===== config.mk =====
export PLATFORM = sky130hd
export DESIGN_NAME = pipe_stage_elastic
export DESIGN_NICKNAME = d
export VERILOG_FILES = /design/src/rtl/pipe_pkg.sv /design/src/rtl/pipe_sat_counter.sv /design/src/rtl/pipe_stage_elastic.sv
export SDC_FILE = /design/constraint.sdc
export NUM_CORES = 1
export LEC_CHECK = 0
export ABC_AREA = 1
export BUFFER_PORTS_ARGS = -buffer_cell sky130_fd_sc_hd__buf_2
export CORE_MARGIN = 2
export CORE_UTILIZATION = 40
export CTS_BUF_LIST = sky130_fd_sc_hd__clkbuf_4
export DETAILED_ROUTE_END_ITERATION = 7
export GPL_ROUTABILITY_DRIVEN = 0
export GPL_TIMING_DRIVEN = 0
export HOLD_SLACK_MARGIN = 0.15
export PLACE_DENSITY = 0.68
export SLEW_MARGIN = 20
export SYNTH_ARGS = -nofsm -noshare
export SYNTH_HDL_FRONTEND = slang
export SYNTH_HIERARCHICAL = 1
export SYNTH_SLANG_ARGS = --single-unit

===== constraint.sdc =====
create_clock -name clk -period 2.1 [get_ports clk]
set_input_delay 0.42 -clock clk [delete_from_list [all_inputs] [get_ports clk]]
set_output_delay 0.42 -clock clk [all_outputs]
set_load 0.05 [all_outputs]

===== src/rtl/pipe_pkg.sv =====
// Shared constants for the elastic pipeline-stage registers.
// Control-bit indices and per-boundary payload widths.
package pipe_pkg;

   localparam int CTRL_REG_WRITE = 0;
   localparam int CTRL_MEM_REG   = 1;
   localparam int CTRL_MEM_WRITE = 2;
   localparam int CTRL_BRANCH    = 3;
   localparam int CTRL_JAL       = 4;
   localparam int CTRL_JALR      = 5;

   localparam int PIPE_CTRL_W    = 6;

   localparam int DATA_W_IF_ID   = 64;
   localparam int DATA_W_ID_EX   = 229;
   localparam int DATA_W_EX_MEM  = 197;
   localparam int DATA_W_MEM_WB  = 133;

endpackage


===== src/rtl/pipe_sat_counter.sv =====
// Saturating up-counter with synchronous active-high clear.
// Used for the stage's optional stall/bubble statistics.
module pipe_sat_counter #(
   parameter int CNT_W = 32
) (
   input  logic             clk,
   input  logic             reset,
   input  logic             inc,
   output logic [CNT_W-1:0] count
);

   always_ff @(posedge clk) begin
      if (reset) begin
         count <= '0;
      end else if (inc && (count != '1)) begin
         count <= count + CNT_W'(1);
      end
   end

endmodule


===== src/rtl/pipe_stage_elastic.sv =====
// Elastic pipeline-stage register: valid/ready, 2-entry skid, flush.
// Optional stall/bubble counters under PIPE_PERF_CNT_EN.
module pipe_stage_elastic
   import pipe_pkg::*;
#(
   parameter int DATA_W = DATA_W_EX_MEM,
   parameter int CTRL_W = PIPE_CTRL_W
`ifdef PIPE_PERF_CNT_EN
   ,
   parameter int CNT_W  = 32
`endif
) (
   input  logic              clk,
   input  logic              reset,
   input  logic              flush,
   input  logic              in_valid,
   output logic              in_ready,
   input  logic [CTRL_W-1:0] in_ctrl,
   input  logic [DATA_W-1:0] in_data,
   output logic              out_valid,
   input  logic              out_ready,
   output logic [CTRL_W-1:0] out_ctrl,
   output logic [DATA_W-1:0] out_data,
   output logic [1:0]        occupancy
`ifdef PIPE_PERF_CNT_EN
   ,
   output logic [CNT_W-1:0]  stall_cycles,
   output logic [CNT_W-1:0]  bubble_cycles
`endif
);

   logic              main_valid;
   logic [CTRL_W-1:0] main_ctrl;
   logic [DATA_W-1:0] main_data;
   logic              skid_valid;
   logic [CTRL_W-1:0] skid_ctrl;
   logic [DATA_W-1:0] skid_data;

   logic in_fire;
   logic out_fire;

   assign in_ready  = ~skid_valid & ~reset;
   assign in_fire   = in_valid & in_ready;
   assign out_fire  = main_valid & out_ready;

   assign out_valid = main_valid;
   // Bubbles must never leak side-effecting control bits downstream.
   assign out_ctrl  = main_valid ? main_ctrl : '0;
   assign out_data  = main_data;
   assign occupancy = {1'b0, main_valid} + {1'b0, skid_valid};

   always_ff @(posedge clk) begin
      if (reset) begin
         main_valid <= 1'b0;
         main_ctrl  <= '0;
         main_data  <= '0;
         skid_valid <= 1'b0;
         skid_ctrl  <= '0;
         skid_data  <= '0;
      end else if (flush) begin
         main_valid <= 1'b0;
         skid_valid <= 1'b0;
      end else if (!main_valid) begin
         if (in_fire) begin
            main_valid <= 1'b1;
            main_ctrl  <= in_ctrl;
            main_data  <= in_data;
         end
      end else if (out_fire) begin
         if (skid_valid) begin
            main_ctrl  <= skid_ctrl;
            main_data  <= skid_data;
            skid_valid <= 1'b0;
         end else if (in_fire) begin
            main_ctrl  <= in_ctrl;
            main_data  <= in_data;
         end else begin
            main_valid <= 1'b0;
         end
      end else if (in_fire) begin
         // Downstream stalled: park the new beat so upstream sees ready late.
         skid_valid <= 1'b1;
         skid_ctrl  <= in_ctrl;
         skid_data  <= in_data;
      end
   end

`ifdef PIPE_PERF_CNT_EN
   pipe_sat_counter #(.CNT_W(CNT_W)) u_stall_cnt (
      .clk   (clk),
      .reset (reset),
      .inc   (main_valid & ~out_ready),
      .count (stall_cycles)
   );

   pipe_sat_counter #(.CNT_W(CNT_W)) u_bubble_cnt (
      .clk   (clk),
      .reset (reset),
      .inc   (~main_valid),
      .count (bubble_cycles)
   );
`endif

endmodule

==> results by group, run 1 <==
Timing
  • Unrepaired setup endpoints after global routing: yes
  • Final setup skew: 0.0599 ns
  • Sum Neg Setup Slack: -0.548 ns
  • Number of hold-slack violations in the final timing report: 0
  • Worst Max-Slew Pin Slew: 0.576 ns
  • Headroom to the max-slew limit: 61.6%
  • Fraction of the cycle the final worst path needs: 104%
  • Count of final max-slew check failures: 0
  • Fin worst setup slack: -0.0925 ns
  • Clock period minus worst slack: 2.19 ns
  • Setup-failing EPs final: 7
  • Max Fclk: 456 MHz

Floorplanning
  • Y dimension of the die: 229 um
  • Initial core utilization: 40.5%
  • Die width: 229 um
  • Area of the core region: 0.0502 sq mm
  • Site row count: 82
  • I/O Pins: 415
  • Overall die area: 0.0526 sq mm

Power and ir drop
  • Switching power: 5590 uW
  • Static Leakage: 0.0147 uW
  • Portion of total power attributed to the clock network: 39.1%
  • Pwr/cell area: 680 mW/mm^2
  • Maximum vdd ir drop: 0.373 mV
  • Proportion of total power due to net switching: 30.3%
  • Fraction of power consumed by sequential logic: 43.8%
  • Logic gate share of total power: 17.0%
  • Internal Power: 12900 uW

Placement
  • HPWL after detailed placement: 48100 um
  • Count of placed standard cells including taps: 4410
  • Port bufs: 414

Worst hold path
  • Source of the worst hold timing path: in_data[10]
  • Path category of the worst min-delay check: input pin to flip-flop
  • Worst Hold Path EP: skid_data[10]$_SDFFE_PP0P_
  • Hold Path Stages: 6

Yosys
  • Gate count of the mapped netlist: 3324
  • Top area cells in the synthesized netlist: sky130_fd_sc_hd__dfxtp_1, sky130_fd_sc_hd__nand2_1, sky130_fd_sc_hd__nor2_1, sky130_fd_sc_hd__nand3_1, sky130_fd_sc_hd__inv_1
  • Yosys warnings: 6
  • Area share of the largest cell type after synthesis: 40.2%
  • Count of unique library cells instantiated by Yosys: 17
  • Synthesized flop and latch total: 408
  • Syn Std Cell Area: 0.0203 sq mm
  • Post-Syn Nets: 3533
  • Sequential fraction of the synthesis area: 40.2%
  • Per-instance average area after synthesis: 6.12 sq um
  • Library cell with the largest summed area after synthesis: sky130_fd_sc_hd__dfxtp_1

Job
  • Max-cap violation count: 0

Clocking
  • Clock-pin slew reported for the worst setup and hold paths after clock tree synthesis: 0.07 ns
  • Clock tree from TritonCTS: yes
  • Cell chosen for the clock root: sky130_fd_sc_hd__clkbuf_4
  • Number of levels in the clock H-tree: 3
  • Largest buffer count on any clock path: 3
  • Inserted Clock Buffers: 110
  • Source-to-sink clock delay at the later pin of the worst-skew pair: 0.88 ns
  • Number of sinks driven by the clock tree: 408

Global routing
  • Global-route total usage across every layer: 25.3%
  • Global-route wire length before repair: 108000 um
  • Initial antenna violation count: 7
  • Aggregate global routing overflow: 0
  • Pin count of the biggest net entering global routing: 15
  • Via count of the first global-routing pass: 21000

Run status
  • Outcome: finished, violations left
  • Violated checks: setup timing

Worst setup path
  • Cell family contributing the most delay on the critical path: buffers and inverters
  • Element type at the critical path end: output port
  • Reg-to-reg endpoint: out_data[132]$_SDFFE_PP0P_
  • Maximum fanout along the worst path: 8
  • Buffering stage count on the worst path with inverters included: 4
  • Slowest stage cell, crit path: sky130_fd_sc_hd__dfxtp_4
  • CP peak stage delay: 0.36 ns
  • Worst reg2reg path depth: 10
  • Cells along the critical path: buf_6, buf_12, nand2_2, inv_2, buf_8
  • Arrival time of the worst setup path: 1.77 ns
  • Worst reg2reg setup slack: 0.10 ns
  • Beginning of the worst register-to-register path: out_valid$_SDFF_PP0_
  • Required arrival time at the worst endpoint: 1.68 ns
  • Category of the worst setup path launch point: flip-flop
  • Kind of critical path: flip-flop to output port

Route
  • Post-route ant nets: 0
  • Average wire length per cell after detail routing: 14.0 um
  • Via count: 22400
  • Detailed router's first-iteration violation count: 1282
  • Final routed DRC violation total: 0
  • Vias per inst: 4.64
  • Routed WL: 67800 um
  • Number of optimization iterations in the first detailed-route pass: 5

Cells and area
  • Highest-count cells in the layout ignoring fill and taps: sky130_fd_sc_hd__nand2_1, sky130_fd_sc_hd__nor2_1, sky130_fd_sc_hd__buf_2
  • Non-filler instance count after layout: 4830
  • Final Core Density: 54.1%
  • Nets@finish: 4278
  • Fraction of layout instances using a drive strength above 1: 19.4%
  • Most frequent standard cell in the layout excluding fill and tap cells: sky130_fd_sc_hd__nand2_1
  • Synth-to-Final Area Change: 33.5%
-- worst register-to-register path, cell delays in order, from the launching register on --
cell and delay (ns):
sky130_fd_sc_hd__dfxtp_4 0.36, sky130_fd_sc_hd__buf_6 0.13, sky130_fd_sc_hd__buf_4 0.14, sky130_fd_sc_hd__buf_4 0.15, sky130_fd_sc_hd__nand2_4 0.13, sky130_fd_sc_hd__nand2_2 0.12
sky130_fd_sc_hd__buf_8 0.18, sky130_fd_sc_hd__buf_4 0.20, sky130_fd_sc_hd__buf_4 0.19, sky130_fd_sc_hd__a21oi_1 0.16, sky130_fd_sc_hd__nor2_1 0.06
-- layout make-up --
type	instances	area, sq um
clock buffers	172	1290
diodes	3	7.51
fillers	5089	23000
clock inverters	26	129
well taps	672	841
flip-flops and latches	408	8170
multi-input cells	2254	9330
plain buffers	246	1450
repair buffers	634	4350
inverters	415	1560
-- synth_stat cells --
library cell,n
sky130_fd_sc_hd__buf_6,23
sky130_fd_sc_hd__nor2_4,4
sky130_fd_sc_hd__nand2_1,1026
sky130_fd_sc_hd__a21oi_1,203
sky130_fd_sc_hd__inv_2,1
sky130_fd_sc_hd__clkbuf_1,52
sky130_fd_sc_hd__nor2_1,611
sky130_fd_sc_hd__buf_1,40
sky130_fd_sc_hd__buf_4,27
sky130_fd_sc_hd__nand3_1,406
sky130_fd_sc_hd__ha_1,1
sky130_fd_sc_hd__o21a_1,1
sky130_fd_sc_hd__buf_2,105
sky130_fd_sc_hd__dfxtp_1,408
sky130_fd_sc_hd__inv_1,414
sky130_fd_sc_hd__nand2_2,1
sky130_fd_sc_hd__a31oi_1,1
-- per-stage QoR --
stage	total power (uW)	instance area [sq um]	setup WS (ns)	hold slack (ns)
floorplan	10200	20300	0.152	0.451
global route	19300	27100	-0.189	0.370
detailed placement	11000	23200	-0.454	0.461
finish	18400	27100	-0.0925	0.385
CTS	18600	27000	-0.278	0.278
global placement	11000	23200	-0.447	0.456
-- power by group through the flow --
stage	clock, uW	sequential (uW)	combinational (uW)
4_1_cts	7380	8080	3120
2_1_floorplan	0	8930	1220
3_5_place_dp	0	8250	2760
6_report	7220	8090	3140
5_1_grt	7820	8100	3430
3_3_place_gp	0	8250	2750
-- cell families after synthesis --
kind of cell	after synthesis	share of synthesized area, %
flops	408	40.2
simple gates	2048	40.5
fa+ha+maj	1	0.0615
buf+inv	662	14.2
compound gates	205	5.07
-- registers in the layout, indices dropped and copies added, names as in the netlist --
register and count:
main_ctrl 6, out_data 197, out_valid 1, skid_ctrl 6
skid_data 197, skid_valid 1
-- worst max path at each step --
stage	depth (start not counted)	slack [ns]	start	endpoint
after floorplan	5	0.15	out_valid$_SDFF_PP0_	out_ctrl[0]
after CTS	6	-0.28	out_valid$_SDFF_PP0_	out_ctrl[1]
after global placement	7	-0.45	reset	out_data[51]$_SDFFE_PP0P_
after global routing	5	-0.19	out_valid$_SDFF_PP0_	out_ctrl[4]
final	5	-0.09	out_valid$_SDFF_PP0_	out_ctrl[4]
after detailed placement	7	-0.45	reset	out_data[51]$_SDFFE_PP0P_
-- timing repair --
item,in CTS,in global routing
hold endpoints to repair,408,0
resized for setup,65,67
pin swaps,9,1
hold buffers,207,0
buffers inserted,12,1
setup endpoints to repair,255,228
-- layer usage --
layer	share of wire, %	GRT usage (%)	up-vias
li1	-	-	11600
met2	45	40.8	697
met3	6.3	4.62	144
met5	0.019	0	-
met4	3.9	12.6	2
met1	45	32.3	9971
Note: power is estimated with default switching activity, not from simulation.
==> run 2: changes to the inputs <==
--- a/config.mk
+++ b/config.mk
@@ -15,6 +15,7 @@
 export GPL_TIMING_DRIVEN = 0
 export HOLD_SLACK_MARGIN = 0.15
 export PLACE_DENSITY = 0.68
+export SETUP_SLACK_MARGIN = 0.2
 export SLEW_MARGIN = 20
 export SYNTH_ARGS = -nofsm -noshare
 export SYNTH_HDL_FRONTEND = slang
==> constraint.sdc (replaced) <==
create_clock -name clk -period 2.1 [get_ports clk]
set_input_delay 0.105 -clock clk [delete_from_list [all_inputs] [get_ports clk]]
set_output_delay 0.105 -clock clk [all_outputs]
set_load 0.05 [all_outputs]
==> run 2 against run 1 <==
Effect of this change: register-to-register slack improved by 0.16 ns; wire length increased by 6.6%; utilization increased by 4.1 points; maximum frequency increased by 12%; critical path depth increased by 1; total power increased by 1.8%; flip-flop and latch count unchanged; cell area increased by 7.7%; combinational power increased by 11%; global-route usage increased by 1.8 points; largest cell class unchanged; clock skew decreased by 0.021 ns; the flow now finishes without violations; sequential power about the same.
==> results by group, run 2 (synthesis gave the netlist of run 1 again) <==
Timing
  • Fraction of the cycle the final worst path needs: 93.1%
  • Final setup skew: 0.0386 ns
  • Max Fclk: 511 MHz
  • Hold_ws: 0.224 ns
  • Setup-failing EPs final: 0
  • Number of hold-slack violations in the final timing report: 0
  • Unrepaired setup endpoints after global routing: yes
  • Count of final max-slew check failures: 0
  • Worst Max-Slew Pin Slew: 0.585 ns
  • Sum Neg Setup Slack: 0 ns
  • Headroom to the max-slew limit: 61.0%
  • Clock period minus worst slack: 1.96 ns

Worst setup path
  • Most frequent cell on the critical path: sky130_fd_sc_hd__buf_12
  • Slowest stage cell, crit path: sky130_fd_sc_hd__dfxtp_4
  • CP peak stage delay: 0.35 ns
  • Required arrival time at the worst endpoint: 2.00 ns
  • Cells along the critical path: buf_6, buf_12, buf_12, nand2_2, inv_2, buf_8
  • Element type at the critical path end: output port
  • Worst reg2reg setup slack: 0.26 ns
  • Kind of critical path: flip-flop to output port
  • Maximum fanout along the worst path: 7
  • Arrival time of the worst setup path: 1.85 ns
  • Category of the worst setup path launch point: flip-flop

Cells and area
  • Most frequent standard cell in the layout excluding fill and tap cells: sky130_fd_sc_hd__nand2_1
  • Synth-to-Final Area Change: 43.7%
  • Nets@finish: 4489
  • Fill cell instance count of the final layout: 4813
  • Highest-count cells in the layout ignoring fill and taps: sky130_fd_sc_hd__nand2_1, sky130_fd_sc_hd__nor2_1, sky130_fd_sc_hd__buf_2
  • Fraction of layout instances using a drive strength above 1: 18.5%

Route
  • Routed WL: 72300 um
  • Number of optimization iterations in the first detailed-route pass: 6
  • Post-route ant nets: 0
  • Final routed DRC violation total: 0
  • Vias per inst: 4.75
  • Via count: 23900
  • Detailed router's first-iteration violation count: 1701
  • Average wire length per cell after detail routing: 14.4 um

Global routing
  • Via count of the first global-routing pass: 22800
  • Global-route wire length before repair: 116000 um
  • Global-route total usage across every layer: 27.1%
  • Aggregate global routing overflow: 0
  • Pin count of the biggest net entering global routing: 15
  • Initial antenna violation count: 4

Clocking
  • Number of sinks driven by the clock tree: 408
  • Source-to-sink clock delay at the later pin of the worst-skew pair: 0.88 ns
  • Number of levels in the clock H-tree: 3
  • Clock-pin slew reported for the worst setup and hold paths after clock tree synthesis: 0.07 ns
  • Clock tree from TritonCTS: yes
  • Inserted Clock Buffers: 109
  • Largest buffer count on any clock path: 3
  • Cell chosen for the clock root: sky130_fd_sc_hd__clkbuf_4

Job
  • Max-cap violation count: 0

Floorplanning
  • I/O Pins: 415
  • Area of the core region: 0.0502 sq mm
  • Die width: 229 um
  • Y dimension of the die: 229 um
  • Initial core utilization: 40.5%
  • Overall die area: 0.0526 sq mm
  • Site row count: 82

Worst hold path
  • Path category of the worst min-delay check: input pin to flip-flop

Power and ir drop
  • Static Leakage: 0.0156 uW
  • Maximum vdd ir drop: 0.482 mV
  • Pwr/cell area: 643 mW/mm^2

Run status
  • Outcome: finished clean

Placement
  • HPWL after detailed placement: 48100 um
  • Port bufs: 414
==> run 2: metal layers <==
metal / global-route usage (%) / share of wire (%) / vias up
met5: 0 / 0 / -
met4: 15.1 / 5.4 / 0
met2: 44.3 / 45 / 913
met1: 33.8 / 42 / 10800
li1: - / - / 12000
met3: 4.78 / 6.9 / 246
==> run 2: worst paths after layout <==
| path | start | end | depth (start not counted) |
|---|---|---|---|
| worst min register to register | out_data[102]$_SDFFE_PP0P_ | out_data[102]$_SDFFE_PP0P_ | 2 |
| worst max-delay path | out_valid$_SDFF_PP0_ | out_ctrl[3] | 6 |
| worst min-delay path | in_data[17] | out_data[17]$_SDFFE_PP0P_ | 8 |
| worst max register to register | skid_valid$_SDFFE_PP0P_ | out_data[130]$_SDFFE_PP0P_ | 9 |
==> run 2: what timing repair did <==
action,4_1_cts,5_1_grt
hold buffers,420,0
gates resized for setup,66,63
endpoints found under the setup margin,411,337
setup buffers,8,3
pin swaps,8,1
hold endpoints to repair,408,0
==> run 2: cell type report <==
class                           count  area [sq um]  share of cell area [%]
Antenna cell                        6          15.0                  0.0514
Buffer                            247          1480                    5.07
Clock buffer                      166          1250                    4.27
Clock inverter                     22           136                   0.467
Inverter                          415          1560                    5.33
Multi-Input combinational cell   2254          9310                    31.9
Sequential cell                   408          8170                    28.0
Tap cell                          672           841                    2.88
Timing Repair Buffer              845          6460                    22.1
==> run 2: through the flow <==
| step | area [sq um] | std cells | total power [uW] | utilization [%] | worst slack (ns) |
|---|---|---|---|---|---|
| finish | 29200 | 5035 | 18800 | 58.2 | 0.145 |
| global route | 29200 | 5033 | 19700 | 58.2 | 0.0687 |
| CTS | 29100 | 5026 | 18800 | 57.9 | 0.0415 |
| detailed placement | 23200 | 4410 | 11000 | 46.3 | -0.439 |
| global placement | 23200 | 4410 | 11000 | 46.3 | -0.424 |
| floorplan | 20300 | 3324 | 10200 | - | 0.216 |
==> run 2: worst max-delay path: cells and delay by family, from the launching register on <==
kind | cells | cell delay (ns)
buffers and inverters | 5 | 0.57
flip-flops | 1 | 0.35
AND/OR/NAND/NOR | 1 | 0.06
==> run 2: power breakdown <==
part           switching (uW)  internal (uW)  leakage [uW]  total [uW]
sequential                128           7960       0.00331        8090
clock                    3410           3800      0.000831        7210
combinational            2140           1340        0.0114        3490
total                    5680          13100        0.0156       18800
==> run 3: changes to the inputs <==
--- a/config.mk
+++ b/config.mk
@@ -9,7 +9,7 @@
 export BUFFER_PORTS_ARGS = -buffer_cell sky130_fd_sc_hd__buf_2
 export CORE_MARGIN = 2
 export CORE_UTILIZATION = 40
-export CTS_BUF_LIST = sky130_fd_sc_hd__clkbuf_4
+export CTS_BUF_LIST = sky130_fd_sc_hd__clkbuf_8
 export DETAILED_ROUTE_END_ITERATION = 7
 export GPL_ROUTABILITY_DRIVEN = 0
 export GPL_TIMING_DRIVEN = 0
==> run 3 against run 2 <==
Effect of this change: first-iteration DRC count decreased by 11%; clock power increased by 4.2%; cell area decreased by 7.4%; via count decreased by 6.8%; sequential share of layout area increased by 2.2 points; register-to-register slack improved by 0.02 ns; die area unchanged; count of clock-buffer cells in the layout decreased by 68; sequential power about the same; total power decreased by 0.25%; maximum frequency increased by 7.4%; highest routed layer unchanged; clock skew decreased by 0.0081 ns.
==> results by group, run 3 (synthesis gave the netlist of run 1 again) <==
Clocking
  • Source-to-sink clock delay at the later pin of the worst-skew pair: 0.65 ns
  • Largest buffer count on any clock path: 3
  • Inserted Clock Buffers: 74
  • Clock tree from TritonCTS: yes
  • Number of levels in the clock H-tree: 3
  • Clock-pin slew reported for the worst setup and hold paths after clock tree synthesis: 0.06 ns
  • Number of sinks driven by the clock tree: 408
  • Cell chosen for the clock root: sky130_fd_sc_hd__clkbuf_8

Cells and area
  • Most frequent standard cell in the layout excluding fill and tap cells: sky130_fd_sc_hd__nand2_1
  • Final Core Density: 53.9%
  • Fill cell instance count of the final layout: 5122
  • Nets@finish: 4236
  • Non-filler instance count after layout: 4753
  • Synth-to-Final Area Change: 33.1%
  • Highest-count cells in the layout ignoring fill and taps: sky130_fd_sc_hd__nand2_1, sky130_fd_sc_hd__nor2_1, sky130_fd_sc_hd__buf_2
  • Fraction of layout instances using a drive strength above 1: 17.4%

Route
  • Average wire length per cell after detail routing: 14.3 um
  • Via count: 22300
  • Post-route ant nets: 0
  • Detailed router's first-iteration violation count: 1514
  • Vias per inst: 4.69
  • Final routed DRC violation total: 0
  • Number of optimization iterations in the first detailed-route pass: 8
  • Routed WL: 67900 um

Timing
  • Setup-failing EPs final: 0
  • Number of hold-slack violations in the final timing report: 0
  • Final setup skew: 0.0305 ns
  • Worst Max-Slew Pin Slew: 0.998 ns
  • Headroom to the max-slew limit: 33.5%
  • Max Fclk: 549 MHz
  • Fin worst setup slack: 0.280 ns
  • Count of final max-slew check failures: 0
  • Hold_ws: 0.305 ns
  • Fraction of the cycle the final worst path needs: 86.7%
  • Clock period minus worst slack: 1.82 ns
  • Unrepaired setup endpoints after global routing: yes

Worst setup path
  • Category of the worst setup path launch point: flip-flop
  • Worst reg2reg setup slack: 0.28 ns
  • Maximum fanout along the worst path: 10
  • Worst reg2reg path depth: 9
  • Cells along the critical path: buf_4, nand2_2, nand2_2, buf_8, buf_12, buf_6, nand3_1, nand2_1, nor2_1
  • CP peak stage delay: 0.39 ns
  • Required arrival time at the worst endpoint: 2.64 ns
  • Most frequent cell on the critical path: sky130_fd_sc_hd__nand2_2
  • Slowest stage cell, crit path: sky130_fd_sc_hd__dfxtp_1
  • Arrival time of the worst setup path: 2.36 ns
  • Kind of critical path: flip-flop to flip-flop
  • Element type at the critical path end: flip-flop

Floorplanning
  • Overall die area: 0.0526 sq mm
  • Initial core utilization: 40.5%
  • I/O Pins: 415
  • Area of the core region: 0.0502 sq mm
  • Die width: 229 um
  • Site row count: 82
  • Y dimension of the die: 229 um

Placement
  • HPWL after detailed placement: 48100 um
  • Count of placed standard cells including taps: 4410
  • Port bufs: 414
  • Worst setup slack after placement: -0.439 ns

Worst hold path
  • Path category of the worst min-delay check: input pin to flip-flop
  • Hold Path Stages: 6

Global routing
  • Pin count of the biggest net entering global routing: 11
  • Global-route wire length before repair: 107000 um
  • Aggregate global routing overflow: 0
  • Via count of the first global-routing pass: 20400
  • Initial antenna violation count: 5
  • Global-route total usage across every layer: 25.3%

Power and ir drop
  • Pwr/cell area: 693 mW/mm^2
  • Maximum vdd ir drop: 0.457 mV
  • Static Leakage: 0.0146 uW

Run status
  • Outcome: finished clean

Job
  • Max-cap violation count: 0
==> run 3: cell types whose count changed in the layout (fill, tap and decap cells not counted), moves of 7 or more <==
cell | previous run | this run
sky130_fd_sc_hd__clkinv_1 | 17 | 0
sky130_fd_sc_hd__clkbuf_2 | 27 | 19
sky130_fd_sc_hd__clkbuf_1 | 24 | 31
sky130_fd_sc_hd__buf_8 | 9 | 2
sky130_fd_sc_hd__buf_4 | 35 | 26
sky130_fd_sc_hd__dlygate4sd3_1 | 420 | 208
sky130_fd_sc_hd__clkbuf_8 | 0 | 98
sky130_fd_sc_hd__inv_2 | 9 | 1
sky130_fd_sc_hd__inv_1 | 408 | 436
sky130_fd_sc_hd__clkbuf_4 | 172 | 11
sky130_fd_sc_hd__buf_6 | 28 | 35
==> run 3: layout make-up <==
class                      count  area, sq um  share of cell area [%]
tap                          672          841                    3.11
clock inverter                27          110                   0.407
antenna                        5         12.5                  0.0462
inverter                     415         1560                    5.76
buffer                       247         1480                    5.48
timing repair buffer         627         4250                    15.7
multi-input combinational   2254         9280                    34.3
sequential                   408         8170                    30.2
clock buffer                  98         1350                    4.99
==> run 3: power by group <==
| group | internal, uW | switching [uW] |
|---|---|---|
| logic | 1080 | 2050 |
| clock network | 4120 | 3380 |
| registers | 7970 | 125 |
==> run 3: final timing paths <==
| path | end | startpoint |
|---|---|---|
| worst max register to register | out_data[165]$_SDFFE_PP0P_ | skid_valid$_SDFFE_PP0P_ |
| worst max-delay path | out_data[165]$_SDFFE_PP0P_ | skid_valid$_SDFFE_PP0P_ |
| worst min-delay path | skid_data[34]$_SDFFE_PP0P_ | in_data[34] |
| worst min register to register | out_data[64]$_SDFFE_PP0P_ | out_data[64]$_SDFFE_PP0P_ |
==> run 3: worst max-delay path, delay by kind of cell (launching register included) <==
kind | cells | cell delay (ns)
buffers and inverters | 4 | 0.78
flip-flops | 1 | 0.39
AND/OR/NAND/NOR | 5 | 0.53
==> run 3: through the flow <==
step                      total power [uW]  cell area, sq um  TNS (ns)
after floorplan                      10200             20300         0
after global placement               11000             23200    -62.21
after detailed placement             11000             23200    -60.95
after CTS                            18800             26900         0
after global routing                 19600             27100         0
final                                18700             27100         0
==> run 3: what timing repair did <==
action / 4_1_cts / 5_1_grt
pin swaps: 2 / 1
hold endpoints to repair: 408 / 0
setup buffers: 4 / 1
hold buffers: 208 / 0
setup endpoints to repair: 409 / 305
gates resized for setup: 39 / 57
==> run 3: per-layer routing <==
metal	wire length [um]	global-route usage [%]	vias to the layer above	part of all wire, %
li1	-	-	11500	-
met1	30400	33.1	9975	45
met2	30500	40.7	691	45
met3	4080	4.13	167	6.0
met4	2890	11.7	0	4.3
met5	0	0	-	0
